### src/rtl/fetch_pkg.sv
// Shared types and defaults for the fetch sequencer.
// Holds the FSM state encoding, PC mux selects and PC constants.
package fetch_pkg;

    localparam logic [7:0] DEF_RESET_PC = 8'h00;
    localparam int         DEF_STEP     = 4;

    typedef enum logic [1:0] {
        S_IDLE  = 2'd0,
        S_FETCH = 2'd1,
        S_ISSUE = 2'd2
    } state_t;

    typedef enum logic [1:0] {
        PC_HOLD   = 2'd0,
        PC_LOAD   = 2'd1,
        PC_STEP   = 2'd2,
        PC_BRANCH = 2'd3
    } pc_sel_t;

    // 8-bit add; the carry out is dropped so the PC wraps modulo 256.
    function automatic logic [7:0] pc_add(
        input logic [7:0] base,
        input logic [7:0] inc
    );
        return base + inc;
    endfunction

endpackage

### src/rtl/fetch_sequencer_pc_reg.sv
// Program counter register with load / step / branch next-PC mux.
// Ports: clk, rst (async, active-high), sel, load_addr, branch_target, pc.
module pc_reg
    import fetch_pkg::*;
#(
    parameter logic [7:0] RESET_PC = DEF_RESET_PC,
    parameter int         STEP     = DEF_STEP
) (
    input  logic       clk,
    input  logic       rst,
    input  pc_sel_t    sel,
    input  logic [7:0] load_addr,
    input  logic [7:0] branch_target,
    output logic [7:0] pc
);

    localparam logic [7:0] STEP8 = 8'(STEP);

    logic [7:0] pc_next;

    always_comb begin
        pc_next = pc;
        case (sel)
            PC_LOAD:   pc_next = load_addr;
            PC_STEP:   pc_next = pc_add(pc, STEP8);
            PC_BRANCH: pc_next = branch_target;
            default:   pc_next = pc;
        endcase
    end

    always_ff @(posedge clk or posedge rst) begin
        if (rst) begin
            pc <= RESET_PC;
        end else begin
            pc <= pc_next;
        end
    end

endmodule

### src/rtl/fetch_sequencer.sv
// Instruction fetch sequencer: IDLE -> FETCH -> ISSUE loop with
// branch redirect, halt and absolute PC load.
// Ports: clk, rst_n (async, active-high), start, halt, load_en/load_addr,
//   branch_valid/branch_target, mem_ready/mem_rdata, instr_ready in;
//   mem_req, mem_addr, instr_valid, instr_out, pc, busy out.
module fetch_sequencer
    import fetch_pkg::*;
#(
    parameter logic [7:0] RESET_PC = DEF_RESET_PC,
    parameter int         STEP     = DEF_STEP
) (
    input  logic       clk,
    input  logic       rst_n,
    input  logic       start,
    input  logic       halt,
    input  logic       load_en,
    input  logic [7:0] load_addr,
    input  logic       branch_valid,
    input  logic [7:0] branch_target,
    input  logic       mem_ready,
    input  logic [7:0] mem_rdata,
    input  logic       instr_ready,
    output logic       mem_req,
    output logic [7:0] mem_addr,
    output logic       instr_valid,
    output logic [7:0] instr_out,
    output logic [7:0] pc,
    output logic       busy
);

    state_t  state;
    state_t  state_next;
    pc_sel_t pc_sel;
    logic    capture;

    // State register.
    always_ff @(posedge clk or posedge rst_n) begin
        if (rst_n) begin
            state <= S_IDLE;
        end else begin
            state <= state_next;
        end
    end

    // Next-state logic; halt overrides everything.
    always_comb begin
        state_next = state;
        if (halt) begin
            state_next = S_IDLE;
        end else begin
            case (state)
                S_IDLE: begin
                    if (!load_en && start) begin
                        state_next = S_FETCH;
                    end
                end
                S_FETCH: begin
                    // A redirect restarts the fetch at the new PC.
                    if (!branch_valid && mem_ready) begin
                        state_next = S_ISSUE;
                    end
                end
                S_ISSUE: begin
                    if (instr_ready) begin
                        state_next = S_FETCH;
                    end
                end
                default: state_next = S_IDLE;
            endcase
        end
    end

    // Outputs decoded from state only, so reset clears them at once.
    always_comb begin
        mem_req     = (state == S_FETCH);
        instr_valid = (state == S_ISSUE);
        busy        = (state != S_IDLE);
    end

    // PC mux select.
    always_comb begin
        pc_sel = PC_HOLD;
        if (!halt) begin
            case (state)
                S_IDLE: begin
                    if (load_en) begin
                        pc_sel = PC_LOAD;
                    end
                end
                S_FETCH: begin
                    if (branch_valid) begin
                        pc_sel = PC_BRANCH;
                    end
                end
                S_ISSUE: begin
                    if (instr_ready) begin
                        pc_sel = branch_valid ? PC_BRANCH : PC_STEP;
                    end
                end
                default: pc_sel = PC_HOLD;
            endcase
        end
    end

    // Read data is taken only when the fetch is neither redirected
    // nor abandoned by halt.
    assign capture = (state == S_FETCH) && mem_ready
                     && !branch_valid && !halt;

    always_ff @(posedge clk or posedge rst_n) begin
        if (rst_n) begin
            instr_out <= 8'h00;
        end else if (capture) begin
            instr_out <= mem_rdata;
        end
    end

    pc_reg #(
        .RESET_PC (RESET_PC),
        .STEP     (STEP)
    ) u_pc_reg (
        .clk           (clk),
        .rst           (rst_n),
        .sel           (pc_sel),
        .load_addr     (load_addr),
        .branch_target (branch_target),
        .pc            (pc)
    );

    assign mem_addr = pc;

endmodule
### config.mk
export PLATFORM = sky130hd
export DESIGN_NAME = fetch_sequencer
export DESIGN_NICKNAME = d
export VERILOG_FILES = /design/src/rtl/fetch_pkg.sv /design/src/rtl/fetch_sequencer_pc_reg.sv /design/src/rtl/fetch_sequencer.sv
export SDC_FILE = /design/constraint.sdc
export NUM_CORES = 1
export LEC_CHECK = 0
export BUFFER_PORTS_ARGS = -buffer_cell sky130_fd_sc_hd__buf_4
export CAP_MARGIN = 15
export CELL_PAD_IN_SITES_DETAIL_PLACEMENT = 0
export CELL_PAD_IN_SITES_GLOBAL_PLACEMENT = 1
export CORE_MARGIN = 1
export CORE_UTILIZATION = 34
export CTS_CLUSTER_DIAMETER = 200
export DETAILED_ROUTE_END_ITERATION = 8
export PLACE_DENSITY = 0.91
export SYNTH_ARGS = -nofsm -noshare
export SYNTH_HDL_FRONTEND = slang
export SYNTH_HIERARCHICAL = 1
export SYNTH_SLANG_ARGS = --single-unit
### constraint.sdc
create_clock -name clk -period 4.7 [get_ports clk]
set_clock_uncertainty 0.2 [all_clocks]
set_input_delay 0.705 -clock clk [delete_from_list [all_inputs] [get_ports clk]]
set_output_delay 0.705 -clock clk [all_outputs]
set_load 0.005 [all_outputs]
; ---- Word level (Yosys, flattened, before mapping)
; Index checks and enable logic that the tools add are counted.
; W data, S select, Z words.
[totals]
ram_bits = 0
out_inout_bits = 27
inputBits = 32
rom_bits = 0
mem_count = 0
reg_bits = 18
word_cells = 36
latchBits = 0
[classes]
multipliers = 0
n_eq_ne = 8
order_cmp = 0
reduce_logical = 12
muxes = 12
div_mod_pow = 0
shifts = 0
add_sub_neg = 1
n_bitwise = 0
[ops]
columns = cell, count
row1 = $pmux W8 S3, 1
row2 = $mux W2, 7
row3 = $pmux W2 S3, 2
row4 = $add A8 B3 Y8 const B, 1
row5 = $eq A2 B2 Y1 const B, 3
row6 = $ne A3 B3 Y1 const B, 2
row7 = $logic_and A1 B1 Y1, 5
row8 = $eq A2 B1 Y1 const B, 2
row9 = $logic_not A1 Y1, 3
row10 = $ne A3 B2 Y1 const B, 1
row11 = $reduce_and A3 Y1, 1
row12 = $reduce_bool A3 Y1, 1
row13 = $logic_not A2 Y1, 1
row14 = $mux W1, 2
row15 = $reduce_bool A2 Y1, 1

; ---- Depth between registers and ports, before layout
[depth]
ltp_word = 6
mapped_depth = 7
ltp_nobuf = 6

; ---- Hierarchy
; Netlist, hierarchy kept.
[modules_own_cells]
columns = mod, area_per_inst_um2, seq_area_each_um2, cells_each, n_inst
row1 = fetch_sequencer, 546.8, 250.2, 46, 1
row2 = pc_reg, 509.2, 200.2, 48, 1

; ---- Least setup slack after synthesis
; No wires, ideal clock.
[synth_path]
path_type = input to register
start = input branch_valid
end = register u_pc_reg.pc[7]
path_buffers = 0
t_arrival_ns = 1.767
path_stages = 6
setup_ns = 0.126
slack_ns = 2.607
required_ns = 4.374
path_cell_list = mux2i_1 > o22a_2 > nor2_1 > mux2_1 > o22ai_1 > nor3b_2
[synth_between]
elab_chain_len = 6
elab_cells_between_ends = 10
cone_classes = eq/ne (3) / mux (6) / reduce/logical (1)
[synth_rtl]
columns = item, line
row1 = "start, declared", fetch_sequencer.sv:18  ; input logic branch_valid,
row2 = $mux W1, fetch_sequencer.sv:97  ; pc_sel = branch_valid ? PC_BRANCH : PC_STEP;
row3 = $mux W2, fetch_sequencer.sv:96  ; if (instr_ready) begin
row4 = $pmux W2 S3 (*), fetch_sequencer.sv:84  ; case (state)
row5 = $mux W2 (*), fetch_sequencer.sv:83  ; if (!halt) begin
row6 = via pc_sel[0], fetch_sequencer.sv:33  ; pc_sel_t pc_sel;
row7 = $eq A2 B2 Y1 or $eq A2 B1 Y1 (tied branches), fetch_sequencer_pc_reg.sv:23  ; case (sel)
row8 = $pmux W8 S3 or $reduce_bool A3 Y1 (tied branches), -
row9 = "end signal, assigned", fetch_sequencer_pc_reg.sv:35  ; pc <= pc_next;
row10 = "end, declared", fetch_sequencer_pc_reg.sv:14  ; output logic [7:0] pc
; The timed path passes the listed nets; every way through them passes the cells marked *.
; A chain may end at the register's enable or synchronous reset.

; ---- Worst setup path after layout
[layout_path]
start = register state[0]
end = register u_pc_reg.pc[7]
[layout_between]
elab_chain_len = 5
elab_cells_between_ends = 10
cone_classes = eq/ne (5) / mux (3) / reduce/logical (2)
[layout_rtl]
columns = item, line
row1 = "start, declared", fetch_sequencer.sv:31  ; state_t state;
row2 = "start signal, assigned", fetch_sequencer.sv:41  ; state <= state_next;
row3 = $eq A2 B2 Y1 (tied with other cells), fetch_sequencer.sv:84
row4 = $pmux W2 S3 (*), fetch_sequencer.sv:84
row5 = $mux W2 (*), fetch_sequencer.sv:83
row6 = via pc_sel[0], fetch_sequencer.sv:33
row7 = $eq A2 B2 Y1 or $eq A2 B1 Y1 (tied branches), fetch_sequencer_pc_reg.sv:23
row8 = $pmux W8 S3 or $reduce_bool A3 Y1 (tied branches), -
; Marks and branches as above.

==> impl_metrics.env <==
export IMPL_drtAntennaViolNets=0
export IMPL_nFillCells=262
export IMPL_post_cts_resized=0
export IMPL_setup_ws_ns=2.52
export IMPL_stdcell_area_um2=1500
export IMPL_h_tree_depth=1
export IMPL_rsz0062_at_grt="false"
export IMPL_reg2reg_from="state[0]"
export IMPL_final_setup_viol_count=0
export IMPL_max_slew_margin_pct=76.3
export IMPL_finalHoldViolations=0
export IMPL_ys_seq_elements=18
export IMPL_pre_cts_slack_ns=2.34
export IMPL_synth_area_um2=1060
export IMPL_initial_core_util_pct=37.0
export IMPL_grt_pass1_vias=923
export IMPL_dr_total_vias=898
export IMPL_drv_slew=0
export IMPL_final_cell_mix="60 x buf_4, 18 x dfrtp_1, 9 x mux2_2, 7 x mux2i_1, 6 x nand2_1"
export IMPL_cp_startpoint="state[0]"
export IMPL_grt_total_usage_pct=15.9
export IMPL_crit_arrival_ns=2.16
export IMPL_areaGrowthSynthToFinish_pct=41.8
export IMPL_critical_path_required_ns=4.68
export IMPL_totalWireLength_um=2390
export IMPL_antenna_found_initial=0
export IMPL_synth_cell_types=34
export IMPL_final_common_cell="buf_4"
export IMPL_drv_cap=0
export IMPL_setup_tns_ns=0
export IMPL_power_density_nw_per_um2=326
export IMPL_insertedDiodeCount=0
export IMPL_synth_fp_nets=127
export IMPL_outcome="complete, but fails checks"
export IMPL_worstMarginPinSlew_ns=0.355
export IMPL_fp_dieW_um=57.7
export IMPL_ys_seq_area_share_pct=42.7
export IMPL_synth_avg_cell_area_um2=11.2
export IMPL_p_leak_nw=0.721
export IMPL_path_clk_slew_ns=0.10
export IMPL_fin_crit_sh_pct=46.3
export IMPL_grt_pass1_wl_um=4070
export IMPL_io_pins=59
export IMPL_overflow=0
export IMPL_grt_max_degree=17
export IMPL_end_kind="register"
export IMPL_cts_buffers=3
export IMPL_layout_nets=181
export IMPL_die_height_um=57.7
export IMPL_rows=19
export IMPL_violations="DRC"
export IMPL_cp_start_kind="register"
export IMPL_clk_latency_ns=0.29
export IMPL_cts_sinks=18
export IMPL_portBuffers=58
export IMPL_synthCells=94
export IMPL_ys_warn_count=6
export IMPL_clockBufferDepth=2
export IMPL_core_um2=2850
export IMPL_cts_tree="done"
export IMPL_whs_ns=0.160
export IMPL_fin_crit_ns=2.18
export IMPL_routabilityCongestion=0.832
export IMPL_placed_area_um2=1460
export IMPL_dp_hpwl_um=1900
export IMPL_max_clock_freq_mhz=459
export IMPL_drive_above_1_share_pct=55.1
export IMPL_clock_root_buffer="clkbuf_4"
export IMPL_wire_per_inst_um=13.4
export IMPL_ir_drop_v=0.000103
export IMPL_min_path_type="in -> async"
export IMPL_via_per_inst=5.04
export IMPL_cts_setup_buffers=0
export IMPL_multi_input_area_um2=507
export IMPL_drc=4
export IMPL_drt_iter0_drc=46
export IMPL_firstDrtPassIters=6
export IMPL_cts_hold_buf=0
export IMPL_worstPathMaxFanout=16
export IMPL_crit_type="reg -> reg"
export IMPL_die_area_um2=3330
export IMPL_seqCellArea_um2=450
synth_stat cells:
master	number	area, um2
mux2_1	1	11.3
a221oi_1	1	8.76
nand4_4	1	21.3
o22a_2	1	10.0
o22ai_1	1	6.26
nand3b_1	3	22.5
inv_1	4	15.0
nor2_2	1	6.26
buf_4	9	67.6
a21oi_1	4	20.0
o31ai_1	1	7.51
or2_2	1	6.26
mux4_1	1	26.3
a31oi_1	1	6.26
nor3b_2	1	12.5
o21bai_1	1	7.51
nor2b_1	1	6.26
nand2_1	6	22.5
nor3_1	1	5.00
nand3_1	1	5.00
buf_2	1	5.00
mux2i_1	7	70.1
buf_6	1	11.3
dfrtp_1	18	450
nand4_1	1	6.26
xor2_1	3	26.3
nand2b_1	3	18.8
ha_1	1	12.5
o21ai_0	2	10.0
nor2_1	4	15.0
mux2_2	9	101
and2b_2	1	8.76
nor2b_2	1	8.76
nand3_4	1	17.5
worst max-delay path: stages (launching register included):
cell	delay, ns
dfrtp_1	0.50
nand2b_1	0.23
o22a_2	0.20
nor2_1	0.09
buf_4	0.21
mux2_1	0.35
o22ai_1	0.21
nor3b_2	0.07
per-stage QoR:
step                      utilization, %  power, mW  std cells
after floorplan                        -      0.306         94
after global placement              51.2      0.391        174
after detailed placement            51.2      0.399        174
after CTS                           52.5      0.494        178
after global routing                52.5      0.519        178
final                               52.5      0.489        178
power breakdown:
part	total, mW	leakage, nW	switching (mW)	internal (mW)
Sequential	0.226	0.222	0.0370	0.189
Clock	0.0939	0.0210	0.0467	0.0472
Combinational	0.169	0.478	0.0572	0.112
area by class of cell:
| class | count | area share (%) |
|---|---|---|
| repair buffers | 60 | 30.1 |
| multi-input cells | 61 | 33.8 |
| clock buffers | 4 | 2.42 |
| inverters | 4 | 1.00 |
| well taps | 31 | 2.59 |
| flip-flops and latches | 18 | 30.1 |
final timing paths:
check / to / slack [ns] / depth (start not counted)
max: u_pc_reg/pc[7] / 2.52 / 7
min: u_pc_reg/pc[0] / 0.16 / 2
max reg2reg: u_pc_reg/pc[7] / 2.52 / 7
min reg2reg: instr_out[6] / 0.32 / 1
max in group asynchronous: instr_out[1] / 3.87 / 2
min in group clk: instr_out[6] / 0.32 / 1
kinds of logic (layout without fill, tap and decap cells):
family | after synthesis | in the layout | synth area share [%]
AND/OR/NAND/NOR | 27 | 27 | 17.3
multiplexers | 18 | 18 | 19.8
flip-flops | 18 | 18 | 42.7
buffers and inverters | 15 | 68 | 9.36
AO/OA/AOI/OAI | 12 | 12 | 7.23
XOR/XNOR | 3 | 3 | 2.49
adder cells (fa/ha/maj) | 1 | 1 | 1.18
per-layer routing:
metal	track usage [%]	vias up	share of wire [%]
li1	-	425	-
met1	19.3	440	41
met2	26.7	29	53
met3	2.01	4	4.2
met4	9.86	0	1.7
met5	0	-	0
Note: power is estimated with default switching activity, not from simulation.
